### config.mk
export PLATFORM = sky130hd
export DESIGN_NAME = decode_32
export DESIGN_NICKNAME = d
export VERILOG_FILES = /design/src/rtl/decode_32.sv
export SDC_FILE = /design/constraint.sdc
export NUM_CORES = 2
export LEC_CHECK = 0
export CORE_MARGIN = 3
export CORE_UTILIZATION = 56
export DETAILED_ROUTE_END_ITERATION = 8
export PLACE_DENSITY = 0.82
export SYNTH_ARGS = -nofsm -noshare
export SYNTH_HDL_FRONTEND = slang
export SYNTH_SLANG_ARGS = --single-unit
### constraint.sdc
create_clock -name clock -period 2.2 [get_ports clock]
set_clock_uncertainty 0.2 [all_clocks]
set_input_delay 0.22 -clock clock [delete_from_list [all_inputs] [get_ports clock]]
set_output_delay 0.22 -clock clock [all_outputs]
set_load 0.05 [all_outputs]
### src/rtl/decode_32.sv
// Minisys decode stage: 32x32 register file, operand reads, immediate extension and write-back.
// Optional macro DECODE32_BYPASS_EN forwards the pending write data onto the read ports.
module decode_32 (
  input  logic        clock,
  input  logic        reset,
  input  logic [31:0] Instruction,
  input  logic [31:0] mem_data,
  input  logic [31:0] ALU_result,
  input  logic [31:0] opcplus4,
  input  logic        Jal,
  input  logic        RegWrite,
  input  logic        MemtoReg,
  input  logic        RegDst,
  output logic [31:0] read_data_1,
  output logic [31:0] read_data_2,
  output logic [31:0] Sign_extend
);

  logic [5:0]  op;
  logic [4:0]  rs;
  logic [4:0]  rt;
  logic [4:0]  rd;
  logic [15:0] imm;
  logic        zero_ext;
  logic [4:0]  wr_addr;
  logic [31:0] wr_data;
  logic        wr_en;
  logic [31:0] regs_q [32];

  assign op  = Instruction[31:26];
  assign rs  = Instruction[25:21];
  assign rt  = Instruction[20:16];
  assign rd  = Instruction[15:11];
  assign imm = Instruction[15:0];

  // sltiu/andi/ori/xori take a zero-extended immediate
  assign zero_ext    = (op == 6'h0B) || (op == 6'h0C) || (op == 6'h0D) || (op == 6'h0E);
  assign Sign_extend = zero_ext ? {16'h0000, imm} : {{16{imm[15]}}, imm};

  always_comb begin
    wr_addr = rt;
    wr_data = ALU_result;
    if (Jal) begin
      wr_addr = 5'd31;
      wr_data = opcplus4;
    end else begin
      if (RegDst) wr_addr = rd;
      if (MemtoReg) wr_data = mem_data;
    end
  end

  assign wr_en = RegWrite && (wr_addr != 5'd0);

  always_ff @(posedge clock or negedge reset) begin
    if (!reset) begin
      for (int i = 0; i < 32; i++) regs_q[i] <= 32'h0;
    end else if (wr_en) begin
      regs_q[wr_addr] <= wr_data;
    end
  end

  always_comb begin
    read_data_1 = (rs == 5'd0) ? 32'h0 : regs_q[rs];
    read_data_2 = (rt == 5'd0) ? 32'h0 : regs_q[rt];
`ifdef DECODE32_BYPASS_EN
    // reset gates forwarding so a held-off write never leaks onto the read ports
    if (reset && wr_en && (wr_addr == rs)) read_data_1 = wr_data;
    if (reset && wr_en && (wr_addr == rt)) read_data_2 = wr_data;
`endif
  end

endmodule

== Word level (Yosys, flattened, before mapping) ==
Cells that the tools add are included.
Storage, ports and cells
  memory bits (read-only): 0
  latch bits: 0
  output and inout bits: 96
  memories kept: 0
  flip-flop bits (word level): 1024
  word-level logic and storage cells: 67
  bits of input ports: 134
  memory bits (writable): 0
Operators by class
  multiplexer cells: 16
  multipliers: 0
  reduce and logical (&&, ||, !) cells: 8
  $lt $le $gt $ge: 4
  shift-type cells: 0
  divide/modulo/power cells: 0
  bitwise gates (word level): 3
  eq/ne operators: 4
  add/subtract/negate cells: 0
Operator list (number)
  $bwmux W1024: 1
  $bmux W32 S5: 2
  $mux W32: 10
  $demux W32 S5: 1
  $eq A6 B4 Y1 const B: 4
  $ge A6 B6 Y1 const B: 3
  $not A5 Y6: 3
  $logic_not A5 Y1: 2
  $mux W5: 2
  $lt A6 B1 Y1 const B: 1
  $reduce_bool A5 Y1: 1
  $logic_or A1 B1 Y1: 3
  $logic_and A1 B1 Y1: 2

== Logic depth before layout (Yosys ltp) ==
  word-level depth: 8
  depth in mapped cells: 9
  mapped depth without buffers: 4

== Least setup slack after synthesis ==
Ideal clock, no wire load.
  path kind: input to output
  start point: in Instruction[22]
  end point: out read_data_1[12]
  setup slack: -2.075 ns
  required time: 1.780 ns
  arrival: 3.855 ns
  stages on the path: 7
  path buffers: 3
  cells stage by stage: clkbuf_1 > clkbuf_1 > clkbuf_1 > nor2_1 > a22oi_1 > a31oi_1 > a2111oi_0
Between the ends
  word-level cells in the longest chain between the ends: 5
  elaborated cells on any way between the ends: 6
  those cells by class: mux (4); bitwise (1); reduce/logical (1)
RTL lines
  start, declared: RTL line 6  | input logic [31:0] Instruction,
  $not A5 Y6 (not written as such): RTL line 63  | read_data_1 = (rs == 5'd0) ? 32'h0 : regs_q[rs];
  $bmux W32 S5: RTL line 63
  $mux W32 (not written as such) (2 in series): RTL line 63
  $mux W32 *: RTL line 63
  end, declared: RTL line 14  | output logic [31:0] read_data_1,
Mark *: on every way between the ends. The rest lies on a longest branch, timed or not. The select of a mux whose other input is x is not followed.

== Worst setup path in the final report ==
  start point: reg regs_q[515] (netlist name)
  end point: out read_data_2[3]
Between the ends
  word-level cells in the longest chain between the ends: 4
RTL lines
  start, declared: RTL line 28  | logic [31:0] regs_q [32];
  start signal, assigned by index: RTL line 58  | regs_q[wr_addr] <= wr_data;
  $bmux W32 S5: RTL line 64  | read_data_2 = (rt == 5'd0) ? 32'h0 : regs_q[rt];
  $mux W32 (not written as such) (2 in series): RTL line 64
  $mux W32: RTL line 64
  end, declared: RTL line 15  | output logic [31:0] read_data_2,
No other way between the ends. The select of a mux whose other input is x is not followed.

==> impl_results.md <==
- GPL Wtd Cong: 0.897
- Failing checks: negative setup slack
- Slowest CP cell: mux4_2
- Crit-path max FO: 3
- Clk root buf: clkbuf_16
- Die Width: 320 µm
- Max cap viols: 0
- Post-synthesis cell type count: 47
- Largest net degree at the start of global routing: 80
- Largest area contributor in the synthesized netlist: dfrtp_1
- Ys Warns: 0
- CTS tree: done
- Post-layout min period: 2.94 ns
- H-tree depth: 3
- Leak pwr: 0.0313 µW
- Mean area per synthesized cell: 14.6 µm²
- Worst Setup SP: regs_q[515]
- # setup viols final: 64
- Routed Antenna Nets: 0
- CP arrival: 2.52 ns
- RSZ-0062 raised after global routing: true
- Top FF cell, synth: dfrtp_1
- CP cell instances: mux4_2 -> a22o_4 -> a2111oi_4 -> a211oi_4 -> buf_6
- Routed vias/inst: 7.20
- Grt ovf: 0
- Hold Vio Cnt, Final: 0
- Max reg flops: 1024
- Total vias in the final route: 40000
- PwrDens: 775 nW/µm²
- CTS sink cnt: 1024
- Synth area leaders: dfrtp_1, mux2_2, mux4_2, mux2i_1, clkbuf_1
- R2r endpoint: regs_q[644]
- Initial DRC Count: 4531
- Multi-input logic area: 30300 µm²
- FF-to-FF path depth: 2
- Max Root-Sink Buffers: 3
- Worst Path Required: 1.78 ns
- Max rail drop VDD: 0.759 mV
- Chip height: 320 µm
- Die area: 102000 µm²
- Top-count cell post-synth: dfrtp_1
- Nets: 4329
- Final core utilization: 72.2%
- Number of flops mapped to enable cells by yosys: 0
- Initial Util: 56.7%
- Total CTS buffers: 106
- R2R Setup Slk: 1.06 ns
- FMAX: 340 MHz
- Initial antenna violation count: 2
- Top reg by flops: regs_q
- Final wirelength: 187000 µm
- IO buf count: 207
- Mapped Area: 55100 µm²
- Site Rows: 114
- Register area share after synthesis: 46.5%
- Asr flop ratio synth: 100%
- Fillers: 5618
- DRC: 0
- First-pass GRT wire length: 279000 µm
- Final Max Tran Viols: 0
- Tcrit/Tclk final: 134%
- Vias in the first global route: 42900
- Clock network latency to the later pin of the worst-skew pair: 0.68 ns
- I/O pins: 230
- Final Instance Area: 70200 µm²
- Core box area: 97100 µm²
- Post-route total power: 54400 µW
- Syn Inst Count: 3786
- Synthesis-to-finish area growth: 27.3%
- Syn Nets: 3920
- Reg-to-Reg Start: regs_q[644]
- Worst-Margin Slew: 1.16 ns
- Top Registers: regs_q x1024
- CTS clk-pin slew, worst paths: 0.07 ns
- Drt pass-1 iters: 6
- Relative slew slack: 22.4%
- Status: complete, but fails checks
- CP Launch Type: flip-flop
- CP Class: reg -> out
- Area post-placement: 65400 µm²
- Post-Place Worst Slack: -0.883 ns
- GRT Resource Usage Total: 36.7%
- Worst min-delay path class: in -> async
- Hpwl dp: 121000 µm
- Register area: 25600 µm²
- Seq cells post-synth: 1024
- Slack of the critical path: -0.739 ns
- Layout cells sized above 1: 59.6%
- Worst setup EP type: primary output
- CP peak stage delay: 0.48 ns
- DR WL/cell: 33.7 µm
- Post-synth top cells: dfrtp_1, mux2_2, mux4_2
- Post-synth top area share: 46.5%
-- metal layers --
metal | vias up | routed length [µm] | global-route usage [%]
met5 | - | 0 | 0
met1 | 21000 | 68500 | 47.5
met4 | 0 | 13100 | 22.9
li1 | 15500 | - | -
met3 | 783 | 20000 | 9.37
met2 | 2720 | 85500 | 56.0
-- repair_timing --
action	4_1_cts	5_1_grt
cloned	2	0
buffers inserted	23	2
hold buffers	2	0
pin swaps	162	16
setup endpoints to repair	479	64
hold endpoints to repair	1024	0
resized for setup	175	20
-- worst max-delay path: cells and delay by family (launching register included) --
family	cells	cell delay (ns)
multiplexers	1	0.48
buffers and inverters	1	0.18
flip-flops	1	0.40
AO/OA/AOI/OAI	3	0.75
-- cells by family after synthesis --
| kind of cell | count (synthesis) | share of synthesized area [%] |
|---|---|---|
| compound gates | 454 | 6.32 |
| xor+xnor | 1 | 0.0159 |
| buf+inv | 484 | 4.19 |
| flops | 1024 | 46.5 |
| mux | 1675 | 41.5 |
| simple gates | 148 | 1.47 |
-- cells in the final DEF, fill, tap and decap left out, drive strengths merged, types with 11 or more instances in the layout --
cell type      count
o21ai             33
mux4             388
o221ai            58
nor3              31
a22o              85
clkdlybuf4s50    108
dfrtp           1024
a21oi             38
nand2             50
buf              669
a2111oi           62
mux2i            287
clkbuf           154
a211oi            70
o22ai             62
mux2            1000
clkinv            24
nand3             11
a22oi             33
nor2b             11
-- where the power goes --
part	total [µW]	switching [µW]	internal, µW	leakage (µW)
clock network	18400	7800	10600	0.00173
logic	12400	5730	6670	0.0158
registers	23600	2100	21500	0.0137
-- area by class of cell --
cell class              instances  area share, %
clock inverters                37          0.624
multi-input cells            2278           43.1
inverters                       3         0.0160
well taps                    1276           2.28
repair buffers                782           13.0
flip-flops and latches       1024           36.5
clock buffers                 154           4.39
diodes                          2        0.00713
-- how the worst max path moves through the flow --
| stage | endpoint | slack [ns] |
|---|---|---|
| after floorplan | read_data_1[12] | -0.24 |
| after global placement | read_data_2[19] | -0.88 |
| after detailed placement | read_data_2[19] | -0.88 |
| after CTS | read_data_2[15] | -0.76 |
| after global routing | read_data_2[15] | -0.78 |
| final | read_data_2[3] | -0.74 |
-- through the flow --
| stage | std cells | setup TNS, ns | hold WS (ns) |
|---|---|---|---|
| after floorplan | 3786 | -8.70 | -0.276 |
| after global placement | 5343 | -698.42 | -0.0190 |
| after detailed placement | 5343 | -729.35 | -0.0171 |
| after CTS | 5552 | -38.89 | 0.0855 |
| after global routing | 5554 | -40.68 | 0.121 |
| final | 5556 | -38.30 | 0.106 |
Note: power is estimated with default switching activity, not from simulation.
